<file path="config.mk">
export PLATFORM = sky130hd
export DESIGN_NAME = btb_update_queue
export DESIGN_NICKNAME = d
export VERILOG_FILES = /design/src/rtl/btb_update_queue.sv
export SDC_FILE = /design/constraint.sdc
export NUM_CORES = 1
export LEC_CHECK = 0
export BUFFER_PORTS_ARGS = -buffer_cell sky130_fd_sc_hd__buf_2
export CORE_MARGIN = 2
export CORE_UTILIZATION = 55
export DETAILED_ROUTE_END_ITERATION = 6
export HOLD_SLACK_MARGIN = 0.12
export PLACE_DENSITY = 0.74
export SLEW_MARGIN = 40
export SYNTH_ARGS = -nofsm -noshare
export SYNTH_HDL_FRONTEND = slang
export SYNTH_SLANG_ARGS = --single-unit
export TNS_END_PERCENT = 5
</file>
<file path="constraint.sdc">
create_clock -name clk -period 22.5 [get_ports clk]
set_input_delay 2.25 -clock clk [delete_from_list [all_inputs] [get_ports clk]]
set_output_delay 2.25 -clock clk [all_outputs]
set_load 0.05 [all_outputs]
</file>
<file path="src/rtl/btb_update_queue.sv">
// Decoupling FIFO between branch resolution and the BTB write port; correctly
// predicted or non-taken instructions are dropped. Define BTB_UPDQ_COALESCE_EN to merge same-PC entries.
module btb_update_queue #(
  parameter int DEPTH = 8,
  parameter int CNT_W = $clog2(DEPTH) + 1
) (
  input  logic             clk,
  input  logic             rst_n,
  input  logic             resolve_valid_i,
  output logic             resolve_ready_o,
  input  logic [31:0]      resolve_pc_i,
  input  logic [31:0]      resolve_target_i,
  input  logic             resolve_taken_i,
  input  logic             resolve_is_branch_i,
  input  logic             resolve_is_call_i,
  input  logic             resolve_is_return_i,
  input  logic             resolve_pred_hit_i,
  input  logic [31:0]      resolve_pred_target_i,
  input  logic             flush_i,
  input  logic             drain_stall_i,
  output logic             update_valid_o,
  output logic [31:0]      update_pc_o,
  output logic [31:0]      update_target_o,
  output logic             update_is_branch_o,
  output logic             update_is_call_o,
  output logic             update_is_return_o,
  output logic [CNT_W-1:0] count_o
);
  // Handshake: a resolved instruction transfers on any cycle where
  // resolve_valid_i && resolve_ready_o; update_* is a pure strobe with no back-pressure.
  localparam int PTR_W = $clog2(DEPTH);

  logic [31:0]      pc_mem  [DEPTH];
  logic [31:0]      tgt_mem [DEPTH];
  logic             call_mem[DEPTH];
  logic             ret_mem [DEPTH];

  logic [PTR_W-1:0] wr_ptr, rd_ptr;
  logic [CNT_W-1:0] count;

  logic             eligible, not_full, pop, accept, do_write, alloc, coalesce;
  logic             match_hit;
  logic [PTR_W-1:0] match_idx;

  assign eligible = resolve_is_branch_i && resolve_taken_i &&
                    !(resolve_pred_hit_i && (resolve_pred_target_i == resolve_target_i));
  assign not_full = (count < CNT_W'(DEPTH));
  assign pop      = (count != '0) && !drain_stall_i && !flush_i;

`ifdef BTB_UPDQ_COALESCE_EN
  logic [PTR_W-1:0] slot;

  // Walk from head to tail so the last hit is the youngest matching entry;
  // the head is excluded when it leaves this cycle.
  always_comb begin
    match_hit = 1'b0;
    match_idx = '0;
    slot      = '0;
    for (int k = 0; k < DEPTH; k++) begin
      slot = rd_ptr + PTR_W'(k);
      if ((CNT_W'(k) < count) && !((k == 0) && pop) &&
          (pc_mem[slot] == resolve_pc_i)) begin
        match_hit = 1'b1;
        match_idx = slot;
      end
    end
  end
`else
  assign match_hit = 1'b0;
  assign match_idx = '0;
`endif

  assign resolve_ready_o = not_full || match_hit;
  assign accept          = resolve_valid_i && resolve_ready_o;
  assign do_write        = accept && eligible && !flush_i;
  assign coalesce        = do_write && match_hit;
  assign alloc           = do_write && !match_hit;

  // Entry payload carries no reset; occupancy is tracked by count alone.
  always_ff @(posedge clk) begin
    if (alloc) begin
      pc_mem[wr_ptr]   <= resolve_pc_i;
      tgt_mem[wr_ptr]  <= resolve_target_i;
      call_mem[wr_ptr] <= resolve_is_call_i;
      ret_mem[wr_ptr]  <= resolve_is_return_i;
    end else if (coalesce) begin
      tgt_mem[match_idx]  <= resolve_target_i;
      call_mem[match_idx] <= resolve_is_call_i;
      ret_mem[match_idx]  <= resolve_is_return_i;
    end
  end

  always_ff @(posedge clk or negedge rst_n) begin
    if (!rst_n) begin
      wr_ptr <= '0;
      rd_ptr <= '0;
      count  <= '0;
    end else if (flush_i) begin
      wr_ptr <= '0;
      rd_ptr <= '0;
      count  <= '0;
    end else begin
      if (alloc) wr_ptr <= wr_ptr + PTR_W'(1);
      if (pop)   rd_ptr <= rd_ptr + PTR_W'(1);
      case ({alloc, pop})
        2'b10:   count <= count + CNT_W'(1);
        2'b01:   count <= count - CNT_W'(1);
        default: count <= count;
      endcase
    end
  end

  assign update_valid_o     = pop;
  assign update_is_branch_o = pop;
  assign update_pc_o        = pop ? pc_mem[rd_ptr]   : 32'h0;
  assign update_target_o    = pop ? tgt_mem[rd_ptr]  : 32'h0;
  assign update_is_call_o   = pop ? call_mem[rd_ptr] : 1'b0;
  assign update_is_return_o = pop ? ret_mem[rd_ptr]  : 1'b0;
  assign count_o            = count;
endmodule
</file>
==> metrics.cfg, run 1 <==
[drt]
routed-wl-met2_um=21080
drt_iter0_drc=742
wirelength_met1_um=18110
met3_wirelength_um=2356
route.detailed.drc=0
finalWirelength_um=42400
final_antenna_net_count=0
viasPerCell=5.853
top_signal_layer_used=met5
first_pass_iters=5
wire_per_inst_um=24.41
via_count=10170

[synthesis]
synth.net_count=1092
synthesis.area_sq_um=21160
synth-edff-count=528
synth_seq_area_share=0.7613
synth_area_leaders=edfxtp_1 75%, mux4_2 14%, mux2i_1 3.5%, nor2_1 1.3%, dfrtp_1 1.2%
synth_area_per_cell_sq_um=21.57
synth-async-reset-ratio=0.01859
ys_dominant_reg_cell=edfxtp_1
netlist-cell-type-count=40
area_share_of_the_largest_cell_type_after_synthesis=0.7495
synthCells=981
yosys_warnings=0
synth_seq_cells=538
synth_top_area_cell=edfxtp_1

[placed_design]
dp_hpwl_um=23680
routabilityCongestion=0.7688
setup_ws_pre_cts_ns=15.78
placement.io_buffers=178

[setup_path]
worstPathArrival_ns=3.92
cp-end-kind=primary output
crit_path_start_kind=input pin
worstPathMaxFanout=68
worst_r2r_path_depth=12
cp.required_ns=20.25
worst_setup_path_category=in -> out

[worst_hold_path]
min_path_cells=1
path_type_of_the_worst_min_delay_path=reg -> reg

[floorplan]
io-pin-count=179
y_dimension_of_the_die_um=200.1
starting_density=0.5603
die-width_um=200.1
area_of_the_core_sq_um=37760
std_cell_rows=71
fp.dieArea_sq_um=40050

[grt]
grt-ovfl-total=0
first_global_vias=10570
wire_length_of_the_first_global_routing_pass_um=64340
antenna_found_initial=6
global_route.usage.total=0.2145
pin_count_of_the_biggest_net_entering_global_routing=69

[final_layout]
final_cell_mix=528 x edfxtp_1, 178 x buf_2, 132 x mux4_2
layout-area-overhead-vs-synth_pct=14.99
final.fill_count=2581
mostFrequentLayoutCell=edfxtp_1
final_nets=1294
post_route_cells_drive_above_1_share=0.3431

[timing]
final-max-slew-violation-count=0
max_slew.worst_pin.slew_ns=0.7487
crit_path_time_final_ns=6.170
layout_setup_ws_ns=16.33
final.setup_skew_ns=0.008195
rsz0062_at_grt=no
finalSetupViolations=0
max_clock_freq_mhz=162.1
final_min_period_over_clock_period=0.2742
setup-tns-final_ns=0
slew_headroom=0.5009
report.final.hold_viol_count=0

[flow_run]
max_cap_violations=0

[clock_network]
clkSlewWorstSetupHoldPaths_ns=0.06
h-tree-depth=2
cts_setup_buffers=0
clock_insertion_delay_worst_skew_ns=0.56
cts-hold-fix-buffers=0
cts_sinks=538
cts_resized=0
clock-root-buffer=clkbuf_16
cts_buffers=52
clockBufferDepth=3
tritoncts=yes

[power_and_ir_drop]
static-leakage-power_nw=7.851
power_w=0.002439
power_density_nw_per_um2=100.3
ir_worst_vdd_mv=0.08446

[status]
status=finished, final reports clean

## worst max-delay path: stages
cell,delay [ns]
buf_2,0.12
nor2_2,0.54
nand2_8,0.41
nor2_1,0.28
buf_2,0.30
## cells by family (layout without fill, tap and decap cells)
group	after synthesis	after routing	share of synthesized area
AOI/OAI and AO/OA	21	21	0.008399
xor gates and xnor gates	35	35	0.01449
adders and majority gates	5	5	0.003312
buffers and inverters	56	299	0.01112
DFF	538	538	0.7613
muxes	206	206	0.1756
other	0	2	0
and+or+nand+nor	120	120	0.02579
## layout make-up
class,instances,area [sq um],share of cell area
clock buffers,68,1404,0.05771
multi-input cells,387,4891,0.2010
repair buffers,199,1091,0.04485
flip-flops and latches,538,16120,0.6625
inverters,5,18.77,0.0007715
diodes,2,5.005,0.0002057
well taps,511,639.4,0.02628
clock inverters,27,161.4,0.006635
## cell usage after synthesis, types with 5 or more instances
master	number
clkbuf_1	24
nor4_1	7
nor2_1	74
mux4_2	132
mux2i_1	73
nand4_1	5
edfxtp_1	528
buf_1	9
dfrtp_1	10
nor3_1	8
nand2_1	12
xnor2_1	21
xor2_1	14
inv_1	5
buf_2	17
## state kept, by name (all words and copies together), names as in the netlist
register and flops:
tgt_mem 256, wr_ptr 3, ret_mem 8, rd_ptr 3, pc_mem 256, count_o 4, call_mem 8
## per-stage QoR
| step | util | hold WS, ns | instances | instance area [sq um] |
|---|---|---|---|---|
| after CTS | 0.6434 | 0.6735 | 1734 | 24290 |
| after global placement | 0.6008 | 0.6335 | 1639 | 22680 |
| final | 0.6443 | 0.6642 | 1737 | 24330 |
| after detailed placement | 0.6019 | 0.6579 | 1639 | 22730 |
| after floorplan | - | 0.5971 | 981 | 21160 |
| after global routing | 0.6443 | 0.6943 | 1737 | 24330 |
## routing by layer
| metal | track usage | up-vias |
|---|---|---|
| met1 | 0.3086 | 5333 |
| met4 | 0.05624 | 8 |
| met3 | 0.03449 | 64 |
| li1 | - | 4473 |
| met2 | 0.3490 | 289 |
| met5 | 0 | - |
## path summary, 6_finish.rpt
check                                      end     startpoint  slack [ns]
max in group asynchronous            rd_ptr[0]          rst_n       20.70
min in group asynchronous           count_o[3]          rst_n        1.56
min reg2reg                         count_o[2]     count_o[2]        0.66
min                                 count_o[2]     count_o[2]        0.66
max                        update_target_o[12]  drain_stall_i       16.33
max reg2reg                         count_o[3]     count_o[1]       18.94
## report_power, final
part | switching (W) | internal (W) | total [W]
Combinational | 0.000294 | 0.000219 | 0.000513
Clock | 0.000346 | 0.000449 | 0.000795
Sequential | 0.0000199 | 0.00111 | 0.00113
No activity file was read; power rests on OpenSTA's default activity.
==> run 2, diff against run 1 <==
--- a/config.mk
+++ b/config.mk
@@ -5,12 +5,13 @@
 export SDC_FILE = /design/constraint.sdc
 export NUM_CORES = 1
 export LEC_CHECK = 0
+export ABC_AREA = 1
 export BUFFER_PORTS_ARGS = -buffer_cell sky130_fd_sc_hd__buf_2
 export CORE_MARGIN = 2
-export CORE_UTILIZATION = 55
+export CORE_UTILIZATION = 54
 export DETAILED_ROUTE_END_ITERATION = 6
 export HOLD_SLACK_MARGIN = 0.12
-export PLACE_DENSITY = 0.74
+export PLACE_DENSITY = 0.76
 export SLEW_MARGIN = 40
 export SYNTH_ARGS = -nofsm -noshare
 export SYNTH_HDL_FRONTEND = slang
==> constraint.sdc (replaced) <==
create_clock -name clk -period 5.01 [get_ports clk]
set_input_delay 0.501 -clock clk [delete_from_list [all_inputs] [get_ports clk]]
set_output_delay 0.501 -clock clk [all_outputs]
set_load 0.05 [all_outputs]
==> metrics.cfg, run 2 <==
[synthesis]
synthCells=1591  ; +62%
synth.net_count=1702  ; +56%
synth_top_area_cell=edfxtp_1
portion_of_netlist_area_occupied_by_mux_cells=0  ; -0.1756
yosys_warnings=0  ; unchanged
synth-async-reset-ratio=0.01859  ; unchanged
synth_area_leaders=edfxtp_1 72%, o21ai_0 6.2%, o221a_2 4.8%, nor2_1 4.8%, nor3_2 2.5%
synthSimpleGateAreaFrac=0.09699  ; +0.07121
synth_adder_area_share=0.003171  ; -0.0001412
area_share_of_the_largest_cell_type_after_synthesis=0.7175  ; -0.03195
synth_seq_area_share=0.7288  ; -0.03246
synth_area_per_cell_sq_um=13.89  ; -36%
netlist-cell-type-count=36  ; -10%
main_combinational_cell_family_by_area_after_synthesis=compound AO/OA/AOI/OAI gates
xor_xnor_fraction_of_synth_area=0.003964  ; -0.01053
synth-edff-count=528  ; unchanged
synthesis.area_sq_um=22100  ; +4.5%
synth_seq_cells=538  ; unchanged
ys_dominant_reg_cell=edfxtp_1
post_synth_most_frequent_cells=528 x edfxtp_1, 281 x nor2_1, 273 x o21ai_0
synth-compound-area-share=0.1331  ; +0.1247
synth_most_common_cell=edfxtp_1

[grt]
antenna_found_initial=2  ; -4
global_route.usage.total=0.2412  ; +0.02675
pin_count_of_the_biggest_net_entering_global_routing=169  ; +140%
wire_length_of_the_first_global_routing_pass_um=76910  ; +20%
grt-ovfl-total=0  ; unchanged
first_global_vias=13780  ; +30%

[setup_path]
cp.required_ns=4.51  ; -15.74 ns
crit_path_start_kind=flip-flop
worstPathMaxFanout=135  ; +99%
worst_setup_path_category=reg -> out
r2r_slack_ns=1.76  ; -17.18 ns
cp-end-kind=primary output
worstPathArrival_ns=3.26  ; -0.66 ns

[timing]
slew_headroom=0.4466  ; -0.05425
rsz0062_at_grt=no
final.setup_skew_ns=0.02672  ; +0.01853 ns
final-max-slew-violation-count=0  ; unchanged
setup-tns-final_ns=0  ; unchanged
finalSetupViolations=0  ; unchanged
max_clock_freq_mhz=266.0
crit_path_time_final_ns=3.760
report.final.hold_viol_count=0  ; unchanged
final_min_period_over_clock_period=0.7505
max_slew.worst_pin.slew_ns=0.8301  ; +0.08138 ns

[floorplan]
die-width_um=206.3  ; +3.1%
y_dimension_of_the_die_um=206.3  ; +3.1%
starting_density=0.5436  ; -0.01668
std_cell_rows=74  ; +4.2%
io-pin-count=179  ; unchanged
fp.dieArea_sq_um=42560  ; +6.3%
area_of_the_core_sq_um=40650  ; +7.7%

[clock_network]
cts_buffers=52  ; unchanged
clock_insertion_delay_worst_skew_ns=0.60  ; +0.04 ns
cts_setup_buffers=0  ; unchanged
h-tree-depth=2  ; unchanged
clock-root-buffer=clkbuf_16
clkSlewWorstSetupHoldPaths_ns=0.06  ; about the same
cts_sinks=538  ; unchanged
tritoncts=yes
clockBufferDepth=3  ; unchanged

[power_and_ir_drop]
static-leakage-power_nw=8.662  ; +10%
ir_worst_vdd_mv=0.2789  ; +230%
power_density_nw_per_um2=387.8  ; +290%

[drt]
via_count=13880  ; +36%
viasPerCell=5.978  ; +2.1%
wire_per_inst_um=21.99  ; -9.9%
route.detailed.drc=0  ; unchanged
final_antenna_net_count=0  ; unchanged
first_pass_iters=5  ; unchanged
drt_iter0_drc=1241  ; +67%
finalWirelength_um=51050  ; +20%

[placed_design]
routabilityCongestion=0.7451  ; -3.1%
placement.io_buffers=178  ; unchanged
dp_hpwl_um=26950  ; +14%

[final_layout]
reg.largest.list=pc_mem x256, tgt_mem x256
mostFrequentLayoutCell=edfxtp_1
final_cell_mix=528 x edfxtp_1, 277 x nor2_1, 273 x o21ai_0
final_nets=1857  ; +44%
post_route_cells_drive_above_1_share=0.2525  ; -0.09062
utilization=0.6187  ; -0.02567
layout-area-overhead-vs-synth_pct=13.80

[status]
status=finished, final reports clean

[worst_hold_path]
path_type_of_the_worst_min_delay_path=in -> reg

[flow_run]
max_cap_violations=0  ; unchanged

## run 2: cell count changes in the layout (fill, tap and decap cells not counted), sizes merged, moves of 9 or more
cell | previous run | this run
buf | 199 | 208
o221a | 0 | 132
nand2 | 12 | 83
nor2 | 74 | 284
o21ai | 4 | 277
mux2i | 73 | 0
inv | 5 | 61
xor2 | 14 | 3
mux4 | 132 | 0
xnor2 | 21 | 7
nor3 | 8 | 70
## run 2: layout make-up
class	instances	area, sq um
multi-input cells	885	5293
diodes	3	7.507
fillers	3002	15500
clock buffers	70	1389
well taps	532	665.6
inverters	60	237.7
repair buffers	209	1242
flip-flops and latches	538	16120
clock inverters	24	195.2
## run 2: repair_timing
action | 4_1_cts | 5_1_grt
hold endpoints to repair | 10 | 0
hold buffers | 1 | 0
endpoints found under the setup margin | 0 | 0
gates resized for setup | 0 | 0
## run 2: per-stage QoR
step	std cells	total power, W	worst slack [ns]	cell area (sq um)	hold slack, ns
2_1_floorplan	1591	0.005873	-1.498	22100	0.2054
3_3_place_gp	2217	0.006135	1.166	23410	0.3812
3_5_place_dp	2222	0.006182	1.092	23520	0.3822
4_1_cts	2317	0.009806	1.230	25110	0.1286
5_1_grt	2320	0.01009	1.107	25140	0.1475
6_report	2321	0.009753	1.250	25150	0.1655
## run 2: worst paths after layout
path | from | end | depth (start not counted)
worst max-delay path | rd_ptr[0] | update_target_o[31] | 6
worst min-delay path | resolve_pc_i[16] | pc_mem[5][16] | 1
worst max register to register | count_o[3] | pc_mem[4][5] | 7
worst min register to register | count_o[2] | count_o[2] | 2
max in group asynchronous | rst_n | rd_ptr[2] | 2
min in group asynchronous | rst_n | count_o[2] | 2
## run 2: where the power goes
group          leakage, nW  total (W)  internal, W  switching, W
logic                 3.02    0.00111     0.000330      0.000783
clock network        0.766    0.00366      0.00209       0.00157
registers             4.88    0.00498      0.00496     0.0000176
total                 8.66    0.00975      0.00738       0.00237
## run 2: cells by family (layout without fill, tap and decap cells)
kind of cell,after synthesis,after routing
flops,538,538
compound gates,416,416
fa+ha+maj,5,5
simple gates,454,454
xor+xnor,10,10
buf+inv,168,363
other cells,0,3
## run 2: layer usage
metal  up-vias  global-route usage  part of all wire
met5         -                   0                 0
met2       561              0.4086              0.50
li1       6292                   -                 -
met1      6935              0.3154              0.41
met4         0             0.09413             0.026
met3        87             0.03658             0.068
## run 2: worst max-delay path, cell delays in order (launching register included)
cell,delay [ns]
dfrtp_4,0.52
inv_8,0.55
buf_4,0.40
nor2_1,0.08
o221a_2,0.25
nor3_1,0.42
buf_2,0.36
==> run 3, diff against run 2 <==
--- a/config.mk
+++ b/config.mk
@@ -5,7 +5,7 @@
 export SDC_FILE = /design/constraint.sdc
 export NUM_CORES = 1
 export LEC_CHECK = 0
-export ABC_AREA = 1
+export ABC_AREA = 0
 export BUFFER_PORTS_ARGS = -buffer_cell sky130_fd_sc_hd__buf_2
 export CORE_MARGIN = 2
 export CORE_UTILIZATION = 54
==> constraint.sdc (replaced) <==
create_clock -name clk -period 3.2 [get_ports clk]
set_input_delay 0.32 -clock clk [delete_from_list [all_inputs] [get_ports clk]]
set_output_delay 0.32 -clock clk [all_outputs]
set_load 0.05 [all_outputs]
==> metrics.cfg, run 3 (same netlist as run 1, synthesis figures left out) <==
[status]
status=finished, final reports clean

[drt]
final_antenna_net_count=0  ; unchanged
viasPerCell=5.764  ; -3.6%
drt_iter0_drc=731  ; -41%
first_pass_iters=5  ; unchanged
wire_per_inst_um=24.65  ; +12%
route.detailed.drc=0  ; unchanged
finalWirelength_um=45870  ; -10%
via_count=10730  ; -23%

[timing]
setup-tns-final_ns=0  ; unchanged
max_clock_freq_mhz=324.9
finalSetupViolations=0  ; unchanged
crit_path_time_final_ns=3.078
final-max-slew-violation-count=0  ; unchanged
layout_setup_ws_ns=0.1218  ; -1.128 ns
rsz0062_at_grt=no
final_min_period_over_clock_period=0.9619
final.setup_skew_ns=0.01956  ; -0.007167 ns
report.final.hold_viol_count=0  ; unchanged
max_slew.worst_pin.slew_ns=0.7409  ; -0.08918 ns
slew_headroom=0.5061  ; +0.05945

[floorplan]
area_of_the_core_sq_um=38650  ; -4.9%
starting_density=0.5474  ; +0.003747
io-pin-count=179  ; unchanged
fp.dieArea_sq_um=40780  ; -4.2%
std_cell_rows=72  ; -2.7%
y_dimension_of_the_die_um=201.9  ; -2.1%
die-width_um=201.9  ; -2.1%

[worst_hold_path]
min_path_cells=3  ; +2
worst_hold_startpoint=flush_i
path_type_of_the_worst_min_delay_path=in -> reg
hold_path_end=rd_ptr[0]

[grt]
pin_count_of_the_biggest_net_entering_global_routing=68  ; -60%
first_global_vias=11460  ; -17%
global_route.peak_usage_layer=met2
antenna_found_initial=2  ; unchanged
wire_length_of_the_first_global_routing_pass_um=69300  ; -9.9%
grt-ovfl-total=0  ; unchanged
grt_use_met3=0.04031  ; +0.003728
global_route.usage.total=0.2282  ; -0.01301
gr-usage-met2=0.3859  ; -0.02270
grt_use_met1=0.3102  ; -0.005211

[final_layout]
final_cell_mix=528 x edfxtp_1, 177 x buf_2, 132 x mux4_2
reg.largest.list=pc_mem x256, tgt_mem x256
layout.cell_area.non_filler_sq_um=25970  ; +3.3%
mostFrequentLayoutCell=edfxtp_1
utilization=0.6721  ; +0.05344
layout-area-overhead-vs-synth_pct=22.78
post_route_cells_drive_above_1_share=0.3607  ; +0.1081
final_nets=1411  ; -24%

[setup_path]
worst_r2r_path_depth=12  ; +5
worstPathMaxFanout=67  ; -50%
r2r_end=count_o[3]
crit_path_start_kind=flip-flop
cp-end-kind=primary output
worst_r2r_startpoint=count_o[3]
critPathMaxStageDelay_ns=0.57  ; +0.02 ns
worst_setup_path_category=reg -> out
crit_top_cell=nor2_1
worstPathArrival_ns=2.76  ; -0.50 ns
cp.required_ns=2.88  ; -1.63 ns
r2r_slack_ns=0.42  ; -1.34 ns
critPathSlowestCell=buf_6
worstPathCellList=nor4_2 > nor2_1 > nand2_4 > buf_6 > nor2_1 > buf_2

[clock_network]
clkSlewWorstSetupHoldPaths_ns=0.06  ; about the same
h-tree-depth=2  ; unchanged
clock_insertion_delay_worst_skew_ns=0.58  ; -0.02 ns
tritoncts=yes
clockBufferDepth=3  ; unchanged
cts_sinks=538  ; unchanged
clock-root-buffer=clkbuf_16
cts_buffers=52  ; unchanged

[power_and_ir_drop]
ir_worst_vdd_mv=0.6941  ; +150%
power_w=0.01807  ; +85%
static-leakage-power_nw=8.563  ; -1.1%
power_density_nw_per_um2=695.5  ; +79%

[placed_design]
routabilityCongestion=0.7875  ; +5.7%
setup_ws_pre_cts_ns=-0.1967  ; -1.289 ns
placement.io_buffers=178  ; unchanged
placement.cell_area_sq_um=23540  ; about the same
dp_hpwl_um=26980  ; about the same

[flow_run]
max_cap_violations=0  ; unchanged

run 3: cell count changes in the layout (fill, tap and decap cells not counted), sizes merged, moves of 71 or more:
cell   previous run  this run
o221a           132         0
nor2            284        74
nand2            83        12
mux2i             0        73
o21ai           277         4
mux4              0       132
run 3: metal layers:
| layer | vias up | wire length, um | share of wire |
|---|---|---|---|
| met5 | - | 16 | 0.00035 |
| met4 | 2 | 987 | 0.022 |
| met3 | 67 | 2672 | 0.058 |
| met2 | 334 | 23230 | 0.51 |
| met1 | 5622 | 18960 | 0.41 |
| li1 | 4702 | - | - |
run 3: worst max-delay path, delay by kind of cell, from the launching register on:
kind / cells / cell delay, ns
buffers and inverters: 2 / 0.85
DFF: 1 / 0.47
and+or+nand+nor: 4 / 0.84
run 3: layout make-up:
cell class / count / area [sq um]
Multi-Input combinational cell: 387 / 4969
Clock buffer: 58 / 1324
Timing Repair Buffer: 316 / 2501
Fill cell: 2475 / 12670
Antenna cell: 1 / 2.502
Sequential cell: 538 / 16120
Tap cell: 518 / 648.1
Clock inverter: 38 / 390.4
Inverter: 5 / 22.52
run 3: power breakdown:
group          leakage (nW)  switching [W]  total (W)  internal, W
logic                  2.85        0.00213    0.00395      0.00183
registers              4.88       0.000181    0.00799      0.00781
clock network         0.837        0.00251    0.00612      0.00361
run 3: worst max path at each step:
stage / cells past startpoint / end / slack, ns / start
6_report: 6 / update_target_o[5] / 0.12 / count_o[3]
5_1_grt: 6 / update_target_o[5] / 0.002 / count_o[3]
4_1_cts: 14 / count_o[3] / 0.01 / resolve_target_i[12]
3_5_place_dp: 14 / count_o[2] / -0.20 / resolve_target_i[1]
3_3_place_gp: 14 / count_o[3] / -0.11 / resolve_target_i[1]
2_1_floorplan: 5 / call_mem[0] / -0.69 / count_o[3]
run 3: repair_timing:
| item | 4_1_cts | 5_1_grt |
|---|---|---|
| hold buffers | 67 | 0 |
| endpoints found under the hold margin | 538 | 0 |
| buffers inserted | 0 | 1 |
| endpoints found under the setup margin | 0 | 5 |
| gates resized for setup | 0 | 11 |
run 3: per-stage QoR:
step           hold WS [ns]  std cells
2_1_floorplan       0.02441        981
3_3_place_gp         0.2185       1690
3_5_place_dp         0.2145       1696
4_1_cts              0.1267       1859
5_1_grt              0.1578       1861
6_report             0.1553       1861
